### src/rtl/bcd_pkg.sv
// Shared types and constants for the BCD-to-binary converter.
// Provides the FSM state enum, digit width/limit and a result-width helper.
package bcd_pkg;

    typedef enum logic {
        IDLE,
        RUN
    } state_t;

    localparam int BCD_DIGIT_W = 4;
    localparam int BCD_MAX     = 9;

    // Smallest result width able to hold 10^digits - 1.
    function automatic int min_out_w(input int digits);
        longint lim;
        lim = 1;
        for (int i = 0; i < digits; i++) begin
            lim = lim * 10;
        end
        return $clog2(lim);
    endfunction

endpackage

### src/rtl/bcd_mul10_add.sv
// Combinational accumulate step: y = (acc*10 + digit) mod 2^OUT_W.
// Ports: acc (OUT_W) running value, digit (4) next digit, y (OUT_W) result.
module bcd_mul10_add
    import bcd_pkg::*;
#(
    parameter int OUT_W = 14
) (
    input  logic [OUT_W-1:0]       acc,
    input  logic [BCD_DIGIT_W-1:0] digit,
    output logic [OUT_W-1:0]       y
);

    localparam int W = OUT_W + BCD_DIGIT_W;

    logic [W-1:0] acc_w;

    assign acc_w = {{BCD_DIGIT_W{1'b0}}, acc};

    // x10 as x8 + x2 at the widened width, then truncate.
    assign y = OUT_W'((acc_w << 3) + (acc_w << 1) + W'(digit));

endmodule

### src/rtl/bcd_binary_converter.sv
// Sequential BCD-to-binary converter, one digit per cycle, MSD first.
// Ports: clk, rst (sync, active high), bcd_in, start -> busy, done, result, err.
// Optional macro BCD_RANGE_CHECK_EN rejects digits above 9 (err=1, result=0).
module bcd_binary_converter
    import bcd_pkg::*;
#(
    parameter int DIGITS = 4,
    parameter int OUT_W  = 14
) (
    input  logic                      clk,
    input  logic                      rst,
    input  logic [4*DIGITS-1:0]       bcd_in,
    input  logic                      start,
    output logic                      busy,
    output logic                      done,
    output logic [OUT_W-1:0]          result,
    output logic                      err
);

    localparam int SR_W  = BCD_DIGIT_W * DIGITS;
    localparam int CNT_W = (DIGITS > 1) ? $clog2(DIGITS) : 1;

    state_t             state;
    logic [SR_W-1:0]    sr;
    logic [OUT_W-1:0]   acc;
    logic [OUT_W-1:0]   acc_nxt;
    logic [CNT_W-1:0]   cnt;

    bcd_mul10_add #(
        .OUT_W (OUT_W)
    ) u_mul10_add (
        .acc   (acc),
        .digit (sr[SR_W-1 -: BCD_DIGIT_W]),
        .y     (acc_nxt)
    );

`ifdef BCD_RANGE_CHECK_EN
    logic in_bad;
    logic bad_q;

    always_comb begin
        in_bad = 1'b0;
        for (int i = 0; i < DIGITS; i++) begin
            if (bcd_in[i*BCD_DIGIT_W +: BCD_DIGIT_W] >
                BCD_DIGIT_W'(BCD_MAX)) begin
                in_bad = 1'b1;
            end
        end
    end
`endif

    always_ff @(posedge clk) begin
        if (rst) begin
            state  <= IDLE;
            busy   <= 1'b0;
            done   <= 1'b0;
            err    <= 1'b0;
            result <= '0;
            acc    <= '0;
            sr     <= '0;
            cnt    <= '0;
`ifdef BCD_RANGE_CHECK_EN
            bad_q  <= 1'b0;
`endif
        end else begin
            done <= 1'b0;
            unique case (state)
                IDLE: begin
                    if (start) begin
                        sr    <= bcd_in;
                        acc   <= '0;
                        cnt   <= CNT_W'(DIGITS - 1);
                        busy  <= 1'b1;
                        state <= RUN;
`ifdef BCD_RANGE_CHECK_EN
                        bad_q <= in_bad;
`endif
                    end
                end
                RUN: begin
`ifdef BCD_RANGE_CHECK_EN
                    // Invalid input finishes one cycle after start.
                    if (bad_q) begin
                        result <= '0;
                        err    <= 1'b1;
                        done   <= 1'b1;
                        busy   <= 1'b0;
                        state  <= IDLE;
                    end else
`endif
                    begin
                        acc <= acc_nxt;
                        sr  <= sr << BCD_DIGIT_W;
                        cnt <= cnt - 1'b1;
                        if (cnt == '0) begin
                            result <= acc_nxt;
                            err    <= 1'b0;
                            done   <= 1'b1;
                            busy   <= 1'b0;
                            state  <= IDLE;
                        end
                    end
                end
                default: state <= IDLE;
            endcase
        end
    end

endmodule

### config.mk
export PLATFORM = sky130hd
export DESIGN_NAME = bcd_binary_converter
export DESIGN_NICKNAME = d
export VERILOG_FILES = /design/src/rtl/bcd_pkg.sv /design/src/rtl/bcd_mul10_add.sv /design/src/rtl/bcd_binary_converter.sv
export SDC_FILE = /design/constraint.sdc
export NUM_CORES = 1
export LEC_CHECK = 0
export BUFFER_PORTS_ARGS = -buffer_cell sky130_fd_sc_hd__buf_2
export CAP_MARGIN = 0
export CORE_MARGIN = 10
export CORE_UTILIZATION = 42
export CTS_BUF_LIST = sky130_fd_sc_hd__clkbuf_8 sky130_fd_sc_hd__clkbuf_16
export DETAILED_ROUTE_END_ITERATION = 10
export GPL_TIMING_DRIVEN = 0
export PLACE_DENSITY_LB_ADDON = 0.1
export RECOVER_POWER = 50
export SLEW_MARGIN = 20
export SYNTH_ARGS = -nofsm -noshare
export SYNTH_HDL_FRONTEND = slang
export SYNTH_SLANG_ARGS = --single-unit
### constraint.sdc
create_clock -name clk -period 3.6 [get_ports clk]
set_input_delay 1.08 -clock clk [delete_from_list [all_inputs] [get_ports clk]]
set_output_delay 1.08 -clock clk [all_outputs]
set_load 0.01 [all_outputs]
After elaboration in Yosys (flattened, before gate mapping)
Cells that the tools add are included.
W data, S select, Z words.
- register bits: 48
- bits of input ports: 19
- logic and storage cells: 30
- mux-type cells: 13
- equal/unequal tests: 2
- add/sub/neg operators: 3
- reductions and logical operators: 4
- bitwise gates (word level): 1
- operators by type and width (kind ; count):
    $pmux W16 S2 ; 1
    $pmux W13 S2 ; 1
    $mux W16 ; 1
    $add A14 B14 Y14 ; 1
    $add A14 B4 Y14 ; 1
    $mux W13 ; 1
    $mux W1 ; 5
    $pmux W1 S2 ; 2
    $pmux W2 S2 ; 1
    $reduce_and A2 Y1 ; 2
    $logic_not A2 Y1 ; 1
    $mux W2 ; 1
    $ne A2 B1 Y1 const B ; 1
    $ne A2 B2 Y1 const B ; 1
    $reduce_or A2 Y1 ; 1
    $sub A2 B1 Y2 const B ; 1
    $not A1 Y1 ; 1

Depth between registers and ports, before layout
Gate-level depths: netlist (run 1).
- depth after elaboration: 3
- depth in mapped cells: 10
- gate-level depth less buffers: 10

Modules after synthesis
From an unflattened synthesis (run 1), not the netlist that was laid out.
- cells, all modules: 292
- area total of the unflattened synthesis: 2756.4 um^2
- modules (own cells, without submodules) (module ; cells each ; instances ; seq. area each (um^2) ; area an instance (um^2)):
    bcd_binary_converter ; 217 ; 1 ; 980.9 ; 2100.8
    bcd_mul10_add ; 75 ; 1 ; 0.0 ; 655.6

Worst setup path before layout (run 1)
Ideal clock, no wire load.
- path type: reg-to-reg
- from: register sr[15]
- to: register acc[10]
- clock period less this slack: 2.522 ns
- stages on the path, launching flop included: 10
- path buffers: 0
- data arrival time: 2.460 ns
- setup slack: 1.078 ns
- cell sequence: dfxtp_1 > inv_1 > fa_1 > fa_1 > and2b_1 > o21ai_2 > o21ai_2 > a31oi_2 > or4b_1 > nand3_1
- longest elaborated chain between the ends: 2
- RTL lines (what ; RTL line ; text):
    start: declaration ; bcd_binary_converter.sv:24 ; logic [SR_W-1:0] sr;
    start signal: assignment ; bcd_binary_converter.sv:70 ; sr <= bcd_in;
    start signal: assignment ; bcd_binary_converter.sv:93 ; sr <= sr << BCD_DIGIT_W;
    $add A14 B4 Y14 ; bcd_mul10_add.sv:20 ; assign y = OUT_W'((acc_w << 3) + (acc_w << 1) + W'(digit));
    $pmux W13 S2 ; bcd_binary_converter.sv:67 ; unique case (state)
    end signal: assignment ; bcd_binary_converter.sv:92 ; acc <= acc_nxt;
    end: declaration ; bcd_binary_converter.sv:25 ; logic [OUT_W-1:0] acc;
Every way passes these cells.
A chain may end at the register's enable or synchronous reset.

Worst setup path in the final report (run 1)
- from: register acc[2]
- to: register acc[10]
- longest elaborated chain between the ends: 3
- RTL lines (what ; RTL line):
    $add A14 B14 Y14 ; bcd_mul10_add.sv:20
    $add A14 B4 Y14 ; bcd_mul10_add.sv:20
    $pmux W13 S2 ; bcd_binary_converter.sv:67
Every way passes these cells.

==> out/results.ini, run 1 <==
[outcome]
run_status = finished, final reports clean

[min_path]
hp-class = reg2reg

[clocking]
clock-sinks = 48
cts_tree = done
h-tree-depth = 2
clockRootBuffer = clkbuf_8
post_cts_resized = 0
clock_path_buffers = 2
post_cts_buffers = 0
hold_buffers = 0
numCtsBuffers = 5
clk_pin_slew_ps = 90
clock_latency_ps = 310

[pwr]
total_power_mw = 1.102
powerDensity_mw_per_mm2 = 384.4
p_leak_nw = 1.285
ir_drop_mv = 0.2665

[setup_path]
slowest_delay_ps = 490
start_kind = flop
cp_slowest_cell = fa_1
cp.required_ps = 3850
path_cells = inv_1 > fa_1 > fa_1 > and2b_1 > o21ai_2 > o21ai_2 > a31oi_2 > or4b_1 > nand3_1
path_class = reg2reg
critPathArrivalTime_ps = 2970
crit_path_end_kind = flop
crit_fanout = 3

[global_routing]
antenna_found_initial = 0
grt.total_usage_pct = 12.66
grt_pass1_wl_um = 10160
grt-ovfl-total = 0
grt_max_degree = 17
grt_pass1_vias = 1992

[timing]
final_hold_viol_count = 0
slew_viol_final = 0
fin_tns_setup_ps = 0
grt_setup_unrepaired = false
tightestPinTransition_ps = 698.7
final.period_utilization_pct = 75.44
relSlewSlack_pct = 53.42
skew_ps = 11.71
fmax_mhz = 368.2
period_minus_slack_ps = 2716
setup_viol = 0

[die]
die_h_um = 97.38
rows = 28
core_area_mm2 = 0.005851
die-area_mm2 = 0.009483
io_pins = 36
die_w_um = 97.38
start_util_pct = 42.99

[synth]
synthArstFlopShare_pct = 0
synthTopCellsByCount = dfxtp_1, nor2_1, a21oi_1
synth.distinct_cells = 38
yosysSeqAreaShare_pct = 38.21
ys_top_cells_by_area = dfxtp_1, ha_1, mux2i_1, a21oi_1, nor2_1
yosys_warnings = 0
synthesis.nets = 321
post_synth.cell_area_avg_um2 = 9.079
synth_edf_count = 0
synth_top_area_share_pct = 38.21
synth_largest_area_cell = dfxtp_1
yosys.cell_count.top_type = dfxtp_1
synth-seq-cells = 48
syn-cell-area_mm2 = 0.002515
syn_inst = 277
synth-main-ff-cell = dfxtp_1

[drt]
vias = 2027
wl_per_cell_um = 15.44
antenna_left = 0
drt_iter0_drc = 62
drcViolationCount = 0
via_per_inst = 5.158
wl_um = 6066
firstDrtPassIters = 4

[finish]
diodes = 0
layout-drive-gt1-share_pct = 10.06
syn2layout_area_growth_pct = 14.03
fin_cells = 393
nets = 361

[place]
place_congestion = 0.7868
dp_cells = 385
portBuffers = 33
hpwl_um = 4564

[flow_run]
drv_cap = 0

## where the power goes
group	switching, mW	internal (mW)
combinational	0.0836	0.0489
clock	0.198	0.210
sequential	0.0118	0.551
## cell families after synthesis
| group | after synthesis | share of synthesized area, % |
|---|---|---|
| buffers and inverters | 33 | 5.224 |
| other | 1 | 0.1491 |
| adders and majority gates | 25 | 13.04 |
| xor gates and xnor gates | 11 | 3.831 |
| DFF | 48 | 38.21 |
| muxes | 17 | 6.766 |
| AOI/OAI and AO/OA | 65 | 17.61 |
| and+or+nand+nor | 77 | 15.17 |
## per-stage QoR
step	utilization, %	setup slack [ps]	area, um^2	hold slack [ps]
2_1_floorplan	-	1078	2515	442.7
3_3_place_gp	47.41	894.6	2774	447.3
3_5_place_dp	47.41	876.7	2774	448.4
4_1_cts	49.38	848.5	2889	471.1
5_1_grt	49.02	706.8	2868	497.5
6_report	49.02	884.3	2868	470.8
## registers in the layout, summed over array words and instances (netlist names)
name and flops:
sr 16, result 14, acc 13, cnt 2
busy 1, done 1, state 1
## worst paths after layout
path                   to  slack [ps]    from  depth (start not counted)
setup / recovery  acc[10]         880  acc[2]                          9
hold reg to reg      busy         470    busy                          1
hold / removal       busy         470    busy                          1
setup reg to reg  acc[10]         880  acc[2]                          9
## worst max-delay path, delay by kind of cell, from the launching register on
kind,cells,cell delay (ps)
flops,1,360
fa+ha+maj,2,960
compound gates,3,490
buf+inv,1,80
simple gates,3,780
## routing by layer
metal  part of all wire, %  wire length [um]  track usage, %
met5                     0                 0               0
met4                   1.0                62           3.468
met3                   3.2               194           3.201
met2                    45              2759           20.54
met1                    50              3049           16.13
## final cells by class
cell class | instances | area (um^2)
clock buffer | 5 | 68.82
multi-input combinational | 196 | 1423
fill | 558 | 2983
buffer | 19 | 78.83
inverter | 14 | 52.55
sequential | 48 | 960.9
timing repair buffer | 33 | 143.9
clock inverter | 3 | 46.29
tap | 75 | 93.84
## placed cells by master, fill, tap and decap left out, types with 4 or more instances in the layout
cell type	n
xnor2_1	10
ha_1	23
a21oi_1	30
a22o_1	14
inv_1	14
nor3_1	9
mux2i_1	17
nor3b_1	7
nand2_1	4
dfxtp_1	48
nor2_1	38
clkbuf_8	5
clkbuf_1	32
buf_2	19
nand3_1	4
nor2b_1	4
Note: power is estimated with default switching activity, not from simulation.
==> run 2, diff against run 1 <==
Clock period 3.6 ns to 2.75 ns, I/O delays scaled along.
==> run 2 against run 1 <==
Effect of this change:
- core utilization up 0.58 points
- sequential share of layout area fell by 0.39 points
- cell area rose by 1.2%
==> out/results.ini, run 2 (synthesis results as in run 1) <==
[pwr]
p_leak_nw = 1.297
ir_drop_mv = 0.3478
powerDensity_mw_per_mm2 = 497.2

[timing]
grt_setup_unrepaired = false
slew_viol_final = 0
final_hold_viol_count = 0
setup_viol = 0
period_minus_slack_ps = 2568
fin_tns_setup_ps = 0
skew_ps = 12.49
tightestPinTransition_ps = 697.4
fin_ws_ps = 182.2
fmax_mhz = 389.4
relSlewSlack_pct = 53.51
final.period_utilization_pct = 93.37

[die]
die_h_um = 97.38
die_w_um = 97.38
start_util_pct = 42.99
die-area_mm2 = 0.009483
io_pins = 36
rows = 28
core_area_mm2 = 0.005851

[setup_path]
path_cells = inv_1 > fa_1 > fa_2 > and2b_1 > o21ai_2 > o21ai_4 > a31oi_4 > or4b_1 > nand3_1
cp.required_ps = 3000
path_buf_inv = 1
crit_fanout = 3
start_kind = flop
crit_family = adder cells
path_class = reg2reg
slowest_delay_ps = 520
critPathArrivalTime_ps = 2820
crit_path_end_kind = flop
cp_slowest_cell = fa_1

[drt]
wl_um = 6076
via_per_inst = 5.157
firstDrtPassIters = 4
drcViolationCount = 0
vias = 2032
antenna_left = 0
wl_per_cell_um = 15.42
drt_iter0_drc = 72

[finish]
nFillCells = 559
fin_util_pct = 49.59
layout_common_cells = dfxtp_1, nor2_1, clkbuf_1
seq_area_um2 = 960.9
final_common_cell = dfxtp_1
largestRegisters = sr: 16 flops, result: 14 flops, acc: 13 flops
diodes = 0
multiInputGateArea_mm2 = 0.001449
largest_reg_flops = 16
layout-drive-gt1-share_pct = 10.66
syn2layout_area_growth_pct = 15.37
largest_register = sr
nets = 362

[clocking]
clock-sinks = 48
numCtsBuffers = 5
clockRootBuffer = clkbuf_8
h-tree-depth = 2
clock_path_buffers = 2
clk_pin_slew_ps = 90
clock_latency_ps = 310
cts_tree = done

[flow_run]
drv_cap = 0

[place]
portBuffers = 33
place_congestion = 0.7868
hpwl_um = 4564
dp_slack_ps = 26.66

[global_routing]
grt-ovfl-total = 0
antenna_found_initial = 0
grt_pass1_vias = 1991
grt.total_usage_pct = 12.66
grt_pass1_wl_um = 10160
grt_max_degree = 17

[min_path]
hp-class = reg2reg

[outcome]
run_status = finished, final reports clean

## run 2: worst paths after layout
path / start / endpoint / slack [ps] / cells after the start
hold reg to reg: busy / busy / 470 / 1
setup reg to reg: acc[0] / acc[10] / 180 / 9
setup / recovery: acc[0] / acc[10] / 180 / 9
hold / removal: busy / busy / 470 / 1
## run 2: power by group
part           total, mW  switching [mW]  internal, mW
sequential         0.737          0.0155         0.721
clock              0.533           0.258         0.274
combinational      0.173           0.109        0.0641
## run 2: per-stage QoR
stage / cell area (um^2) / cells / hold slack (ps) / total power [mW]
floorplan: 2515 / 277 / 442.7 / 0.8682
global placement: 2774 / 385 / 447.3 / 0.9256
detailed placement: 2774 / 385 / 448.4 / 0.9284
CTS: 2889 / 393 / 471.1 / 1.464
global route: 2902 / 394 / 497.5 / 1.503
finish: 2902 / 394 / 471.1 / 1.443
## run 2: what timing repair did
| action | 4_1_cts | 5_1_grt |
|---|---|---|
| setup endpoints to repair | 1 | 2 |
| hold buffers | 0 | 0 |
| endpoints found under the hold margin | 0 | 0 |
| setup buffers | 0 | 1 |
| resized for setup | 0 | 4 |
| pin swaps | 1 | 3 |
## run 2: worst register-to-register path, stage by stage, from the launching register on
cell     delay (ps)
dfxtp_1         340
inv_1            70
fa_1            520
fa_2            370
and2b_1         210
o21ai_2          80
o21ai_4         240
a31oi_4         130
or4b_1          480
nand3_1          80
## run 2: area by class of cell
cell class | count | area share (%)
Multi-Input combinational cell | 196 | 49.94
Sequential cell | 48 | 33.12
Buffer | 19 | 2.717
Clock inverter | 3 | 1.596
Clock buffer | 5 | 2.372
Tap cell | 75 | 3.234
Inverter | 14 | 1.811
Timing Repair Buffer | 34 | 5.218
## run 2: metal layers
metal  track usage, %  wire length [um]  vias up
met1            16.13              3042      943
li1                 -                 -     1055
met5                0                 0        -
met2            20.54              2765       29
met4            3.468                62        0
met3            3.201               205        5
